### config.mk
export PLATFORM = sky130hd
export DESIGN_NAME = usb_rx_controller
export DESIGN_NICKNAME = d
export VERILOG_FILES = /design/src/rtl/usb_rx_pkg.sv /design/src/rtl/usb_rx_timer.sv /design/src/rtl/usb_rx_controller.sv
export SDC_FILE = /design/constraint.sdc
export NUM_CORES = 1
export LEC_CHECK = 0
export ABC_AREA = 1
export BUFFER_PORTS_ARGS = -buffer_cell sky130_fd_sc_hd__buf_2
export CAP_MARGIN = 5
export CELL_PAD_IN_SITES_DETAIL_PLACEMENT = 0
export CELL_PAD_IN_SITES_GLOBAL_PLACEMENT = 2
export CORE_ASPECT_RATIO = 0.8
export CORE_MARGIN = 10
export CORE_UTILIZATION = 28
export DETAILED_ROUTE_END_ITERATION = 16
export PLACE_DENSITY = 0.79
export REMOVE_ABC_BUFFERS = 1
export SLEW_MARGIN = 20
export SYNTH_ARGS = -nofsm -noshare
export SYNTH_HDL_FRONTEND = slang
export SYNTH_SLANG_ARGS = --single-unit
### constraint.sdc
create_clock -name clk -period 1.6 [get_ports clk]
set_clock_uncertainty 0.15 [all_clocks]
set_input_delay 0.32 -clock clk [delete_from_list [all_inputs] [get_ports clk]]
set_output_delay 0.32 -clock clk [all_outputs]
set_load 0.05 [all_outputs]
### src/rtl/usb_rx_pkg.sv
// rtl/usb_rx_pkg.sv - shared types and constants for the USB full-speed receive controller
package usb_rx_pkg;

   typedef enum logic [2:0] {
      IDLE,
      SYNC,
      RECEIVE,
      EOP_WAIT,
      ERROR
   } rx_state_t;

   // Line state encoded as {d_plus, d_minus}
   typedef enum logic [1:0] {
      LINE_SE0 = 2'b00,
      LINE_K   = 2'b01,
      LINE_J   = 2'b10,
      LINE_SE1 = 2'b11
   } line_state_t;

   localparam logic [7:0] SYNC_PATTERN = 8'h80;
   localparam logic [2:0] STUFF_LIMIT  = 3'd6;

endpackage

### src/rtl/usb_rx_timer.sv
// rtl/usb_rx_timer.sv - D+ edge detector, bit timer and decoder sample strobe
module usb_rx_timer #(
   parameter int CLKS_PER_BIT = 8,
   parameter int SAMPLE_POINT = 3
) (
   input  logic clk,
   input  logic rst,
   input  logic run_i,
   input  logic d_plus_i,
   output logic shift_en_o,
   output logic d_plus_prev_o
);

   localparam int TW = $clog2(CLKS_PER_BIT);
   localparam logic [TW-1:0] LAST_CNT   = TW'(CLKS_PER_BIT - 1);
   localparam logic [TW-1:0] SAMPLE_CNT = TW'(SAMPLE_POINT);

   logic [TW-1:0] timer_q, timer_d;
   logic          d_plus_prev_q;
   logic          edge_det;

   assign edge_det      = (d_plus_i != d_plus_prev_q);
   assign d_plus_prev_o = d_plus_prev_q;

   // Every D+ transition re-aligns the timer so the sample stays mid-bit under jitter
   always_comb begin
      timer_d = timer_q;
      if (!run_i || edge_det) begin
         timer_d = '0;
      end else if (timer_q == LAST_CNT) begin
         timer_d = '0;
      end else begin
         timer_d = timer_q + TW'(1);
      end
   end

   assign shift_en_o = run_i && (timer_q == SAMPLE_CNT) && !edge_det;

   always_ff @(posedge clk) begin
      if (rst) begin
         timer_q       <= '0;
         d_plus_prev_q <= 1'b1;
      end else begin
         timer_q       <= timer_d;
         d_plus_prev_q <= d_plus_i;
      end
   end

endmodule

### src/rtl/usb_rx_controller.sv
// rtl/usb_rx_controller.sv - USB FS receive sequencer: SYNC detect, unstuffing, byte assembly
module usb_rx_controller
   import usb_rx_pkg::*;
#(
   parameter int CLKS_PER_BIT = 8,
   parameter int SAMPLE_POINT = 3
) (
   input  logic       clk,
   input  logic       rst,
   input  logic       d_plus_sync,
   input  logic       d_minus_sync,
   input  logic       d_orig,
   output logic       shift_en,
   output logic       eop,
   output logic [7:0] rcv_data,
   output logic       byte_valid,
   output logic       receiving,
   output logic       packet_done,
   output logic       rx_error
);

   rx_state_t   state_q, state_d;
   line_state_t line;
   logic [7:0]  sr_q, sr_d;
   logic [7:0]  rcv_data_q, rcv_data_d;
   logic [2:0]  bit_cnt_q, bit_cnt_d;
   logic [2:0]  ones_cnt_q, ones_cnt_d;
   logic        byte_valid_q, byte_valid_d;
   logic        packet_done_q, packet_done_d;
   logic        rx_error_q, rx_error_d;
   logic        se0_seen_q, se0_seen_d;
   logic        shift_d1_q, eop_d1_q;
   logic        d_plus_prev;
   logic [7:0]  sr_shift;

   usb_rx_timer #(
      .CLKS_PER_BIT (CLKS_PER_BIT),
      .SAMPLE_POINT (SAMPLE_POINT)
   ) u_timer (
      .clk           (clk),
      .rst           (rst),
      .run_i         (state_q != IDLE),
      .d_plus_i      (d_plus_sync),
      .shift_en_o    (shift_en),
      .d_plus_prev_o (d_plus_prev)
   );

   assign line        = line_state_t'({d_plus_sync, d_minus_sync});
   assign eop         = ~d_plus_sync & ~d_minus_sync;
   assign sr_shift    = {d_orig, sr_q[7:1]};
   assign rcv_data    = rcv_data_q;
   assign byte_valid  = byte_valid_q;
   assign packet_done = packet_done_q;
   assign rx_error    = rx_error_q;
   assign receiving   = (state_q == SYNC) || (state_q == RECEIVE) || (state_q == EOP_WAIT);

   always_comb begin
      state_d       = state_q;
      sr_d          = sr_q;
      rcv_data_d    = rcv_data_q;
      bit_cnt_d     = bit_cnt_q;
      ones_cnt_d    = ones_cnt_q;
      byte_valid_d  = 1'b0;
      packet_done_d = 1'b0;
      rx_error_d    = rx_error_q;
      se0_seen_d    = se0_seen_q;

      if (state_q != IDLE && line == LINE_SE1) begin
         state_d    = ERROR;
         rx_error_d = 1'b1;
      end else begin
         case (state_q)
            IDLE: begin
               if (d_plus_prev && line == LINE_K) begin
                  state_d    = SYNC;
                  sr_d       = '0;
                  bit_cnt_d  = '0;
                  ones_cnt_d = '0;
                  rx_error_d = 1'b0;
                  se0_seen_d = 1'b0;
               end
            end
            SYNC: begin
               if (eop_d1_q) begin
                  state_d    = ERROR;
                  rx_error_d = 1'b1;
               end else if (shift_d1_q) begin
                  sr_d      = sr_shift;
                  bit_cnt_d = bit_cnt_q + 3'd1;
                  if (bit_cnt_q == 3'd7) begin
                     bit_cnt_d = '0;
                     if (sr_shift == SYNC_PATTERN) begin
                        state_d    = RECEIVE;
                        ones_cnt_d = 3'd1;
                     end else begin
                        state_d    = ERROR;
                        rx_error_d = 1'b1;
                     end
                  end
               end
            end
            RECEIVE: begin
               // SE0 wins over a data bit decoded in the same cycle
               if (eop_d1_q) begin
                  if (bit_cnt_q == 3'd0) begin
                     state_d = EOP_WAIT;
                  end else begin
                     state_d    = ERROR;
                     rx_error_d = 1'b1;
                  end
               end else if (shift_d1_q) begin
                  if (ones_cnt_q == STUFF_LIMIT) begin
                     if (d_orig) begin
                        state_d    = ERROR;
                        rx_error_d = 1'b1;
                     end else begin
                        ones_cnt_d = '0;
                     end
                  end else begin
                     sr_d       = sr_shift;
                     ones_cnt_d = d_orig ? ones_cnt_q + 3'd1 : 3'd0;
                     if (bit_cnt_q == 3'd7) begin
                        bit_cnt_d    = '0;
                        rcv_data_d   = sr_shift;
                        byte_valid_d = 1'b1;
                     end else begin
                        bit_cnt_d = bit_cnt_q + 3'd1;
                     end
                  end
               end
            end
            EOP_WAIT: begin
               if (line == LINE_J) begin
                  state_d       = IDLE;
                  packet_done_d = 1'b1;
               end
            end
            ERROR: begin
               if (line == LINE_SE0) begin
                  se0_seen_d = 1'b1;
               end else if (se0_seen_q && line == LINE_J) begin
                  state_d = IDLE;
               end
            end
            default: state_d = IDLE;
         endcase
      end
   end

   always_ff @(posedge clk) begin
      if (rst) begin
         state_q       <= IDLE;
         sr_q          <= '0;
         rcv_data_q    <= '0;
         bit_cnt_q     <= '0;
         ones_cnt_q    <= '0;
         byte_valid_q  <= 1'b0;
         packet_done_q <= 1'b0;
         rx_error_q    <= 1'b0;
         se0_seen_q    <= 1'b0;
         shift_d1_q    <= 1'b0;
         eop_d1_q      <= 1'b0;
      end else begin
         state_q       <= state_d;
         sr_q          <= sr_d;
         rcv_data_q    <= rcv_data_d;
         bit_cnt_q     <= bit_cnt_d;
         ones_cnt_q    <= ones_cnt_d;
         byte_valid_q  <= byte_valid_d;
         packet_done_q <= packet_done_d;
         rx_error_q    <= rx_error_d;
         se0_seen_q    <= se0_seen_d;
         shift_d1_q    <= shift_en;
         eop_d1_q      <= eop & shift_en;
      end
   end

endmodule

==> impl_metrics.toml <==
[status]
run_status = "complete, but fails checks"
violations = "setup timing"

[floorplan]
die_h_um = 92.20
initial_utilization = 0.2876
die_area_um2 = 10160
floorplan.io_pins = 19
core-area_um2 = 6344
floorplan.die.width_um = 110.2
rows = 26

[setup_path]
critical_path.max_fanout = 4
crit_path_end_kind = "output port"
critical_path.cell_chain = "inv_6 -> nand2_4 -> o21ai_2 -> a21oi_2 -> nand2_2 -> inv_2 -> buf_8"
crit_path_max_incr_delay_ns = 0.37
cp_data_arrival_time_ns = 1.24
top_delay_family_on_crit_path = "flip-flops"
critical_path.startpoint = "state_q[2]"
worstSetupStartpointType = "flip-flop"
reg2reg_from = "state_q[1]"
timing_worst_setup_path_type = "flip-flop to output port"
critPathRequiredTime_ns = 1.13
crit_path_top_delay_cell = "sky130_fd_sc_hd__dfxtp_4"
buf_inv_on_cp = 3

[routing]
post_drt_wl_per_cell_um = 12.36
detail_route.drc_violations = 0
number_of_vias_after_detailed_routing = 1977
drtPass1Iterations = 4
routed_wirelength_um = 5424
postRouteAntennaNets = 0
drt_iter0_drc = 52
route.detailed.vias_per_inst = 4.503

[final_layout]
final_nets = 368
final-instance-count-excl-fill = 439
layout-drive-gt1-share = 0.4507
number_of_antenna_diodes = 0
layout-area-overhead-vs-synth_pct = 58.92

[power_and_ir_drop]
sw_frac_of_total = 0.4320
combinationalPowerShare = 0.650
power.static_leakage_nw = 1.311
share_seq_of_total_power = 0.194
p_sw_mw = 2.307
cell_internal_pwr_mw = 3.034
power.share.clock = 0.156
power.density_cell_area_nw_per_um2 = 1842
peak_supply_drop_mv = 0.5642

[yosys]
synth_sequential_area_ratio = 0.3731
average_instance_area_after_synthesis_um2 = 6.492
synth.lib_cells_used.distinct = 23
post_synth_inst_count = 281
yosys_register_bits = 34
post_synth_instance_area_um2 = 1824
synth_largest_type_area_fraction = 0.3731
post_synth_main_area_contributors = "sky130_fd_sc_hd__dfxtp_1, sky130_fd_sc_hd__nand2_1, sky130_fd_sc_hd__a21oi_1, sky130_fd_sc_hd__inv_1, sky130_fd_sc_hd__nor2_1"
synth_warnings = 0
synth_top_area_cell = "sky130_fd_sc_hd__dfxtp_1"

[clock_network]
cts.hold.buffers_added = 0
clkSlewWorstSetupHoldPaths_ns = 0.08
cts_sinks = 34
clkLatencyLatePin_ns = 0.30
cts_tree = "done"
cts_bufs_inserted = 5
clk_path_buf_depth = 2
number_of_levels_in_the_clock_h_tree = 2
cts_root_buf = "sky130_fd_sc_hd__clkbuf_8"

[sta]
totalNegativeSetupSlack_ns = -0.9450
slew-limit-headroom = 0.8225
final_critical_path_setup_slack_ns = -0.1129
post-route-min-period_ns = 1.713
finalSetupViolCount = 15
grt_setup_unrepaired = "yes"
timing.final.hold_violations = 0
tightestPinTransition_ns = 0.2659
achievable-frequency_ghz = 0.5838
finalCritPeriodShare = 1.071
timing_max_transition_violations_final = 0

[flow_run]
drv_cap = 0

[grt]
vias_in_the_first_global_route = 1907
grt_max_degree = 14
gr-total-overflow = 0
antenna_found_initial = 0
first_pass_grt_wire_length_um = 8866
grt_usage = 0.1078

[placed_design]
placed_cells_incl_taps = 419
port_buffers = 18
finalWeightedCongestion = 0.8539
dp_hpwl_um = 3792
placement.setup.worst_slack_ns = -0.1704

[hold_path]
hold_path.startpoint = "d_plus_sync"
holdCritPathClass = "input port to flip-flop"
[logic make-up after synthesis]
family / Yosys count / share of synthesized area
AOI/OAI and AO/OA: 46 / 0.1262
adders and majority gates: 8 / 0.05487
buffers and inverters: 52 / 0.1180
DFF: 34 / 0.3731
and+or+nand+nor: 141 / 0.3279
[cells in the final DEF (no fill, tap or decap), drive strengths merged]
cell type and instances:
o21ai 12, nand3 26, or2 2, buf 75, nor2 38, ha 8, nor3 2, nand4 2
nand2 68, a21oi 34, and2 1, clkbuf 6, inv 44, nor4 1, bufinv 1, nand3b 1
dfxtp 34
[what timing repair did]
action,in CTS,in global routing
pin swaps,16,12
gates resized for setup,77,49
setup endpoints to repair,27,30
hold endpoints to repair,0,0
buffers inserted,12,3
[routing by layer]
layer	share of wire	global-route usage	wire length (µm)
met5	0	0	0
met2	0.43	0.1598	2329
met4	0.018	0.03205	100
met1	0.52	0.1478	2806
met3	0.035	0.02867	188
[power groups by stage]
| stage | sequential [mW] | combinational (mW) | clock [mW] |
|---|---|---|---|
| after global routing | 1.05 | 3.77 | 0.886 |
| final | 1.04 | 3.47 | 0.833 |
| after detailed placement | 1.03 | 2.32 | 0 |
| after global placement | 1.03 | 2.33 | 0 |
| after CTS | 1.03 | 3.07 | 0.854 |
| after floorplan | 1.08 | 1.22 | 0 |
[final timing paths]
check	end	slack (ns)	cells past startpoint
max reg2reg	bit_cnt_q[1]	-0.08	11
max	shift_en	-0.11	7
min	eop_d1_q	0.09	2
min reg2reg	u_timer.timer_q[0]	0.25	1
[state kept, by name, indices dropped and copies added, names as in the netlist]
signal                 flops
u_timer.timer_q            3
bit_cnt_q                  3
ones_cnt_q                 3
se0_seen_q                 1
u_timer.d_plus_prev_o      1
shift_d1_q                 1
byte_valid                 1
packet_done                1
rcv_data                   8
state_q                    3
eop_d1_q                   1
sr_q                       7
rx_error                   1
[per-stage QoR]
stage | utilization | cell area (µm²) | power, mW | hold slack (ns)
floorplan | - | 1774 | 2.295 | 0.2391
global placement | 0.3625 | 2300 | 3.363 | 0.2586
detailed placement | 0.3625 | 2300 | 3.353 | 0.2628
CTS | 0.4280 | 2715 | 4.951 | 0.08691
global route | 0.4570 | 2899 | 5.708 | 0.1082
finish | 0.4570 | 2899 | 5.341 | 0.09472
[cell type report]
type / instances / area, µm²
Fill cell: 644 / 3445
Multi-Input combinational cell: 195 / 1219
Sequential cell: 34 / 694.4
Timing Repair Buffer: 75 / 590.6
Inverter: 44 / 177.7
Tap cell: 84 / 105.1
Clock buffer: 6 / 82.58
Clock inverter: 1 / 30.03
[worst register-to-register path, delay by kind of cell (launching register included)]
family / cells / cell delay [ns]
AOI/OAI and AO/OA: 1 / 0.05
buffers and inverters: 3 / 0.35
DFF: 1 / 0.37
and+or+nand+nor: 7 / 0.67
[synth_stat cells]
master                     number
sky130_fd_sc_hd__nor3_1         2
sky130_fd_sc_hd__or2_2          1
sky130_fd_sc_hd__nand4_1        2
sky130_fd_sc_hd__inv_2          2
sky130_fd_sc_hd__a21oi_1       34
sky130_fd_sc_hd__nand3_1       26
sky130_fd_sc_hd__o21ai_0       11
sky130_fd_sc_hd__nand2_1       67
sky130_fd_sc_hd__nand3b_1       1
sky130_fd_sc_hd__or2_1          1
sky130_fd_sc_hd__ha_1           8
sky130_fd_sc_hd__and2_1         1
sky130_fd_sc_hd__nor2_1        35
sky130_fd_sc_hd__dfxtp_1       34
sky130_fd_sc_hd__nor4_1         1
sky130_fd_sc_hd__buf_4          3
sky130_fd_sc_hd__inv_1         42
sky130_fd_sc_hd__buf_6          1
sky130_fd_sc_hd__buf_2          1
sky130_fd_sc_hd__o21ai_1        1
sky130_fd_sc_hd__nor2_2         3
sky130_fd_sc_hd__nand2_4        1
sky130_fd_sc_hd__clkbuf_1       3
Power figures use the tool's default switching activity.
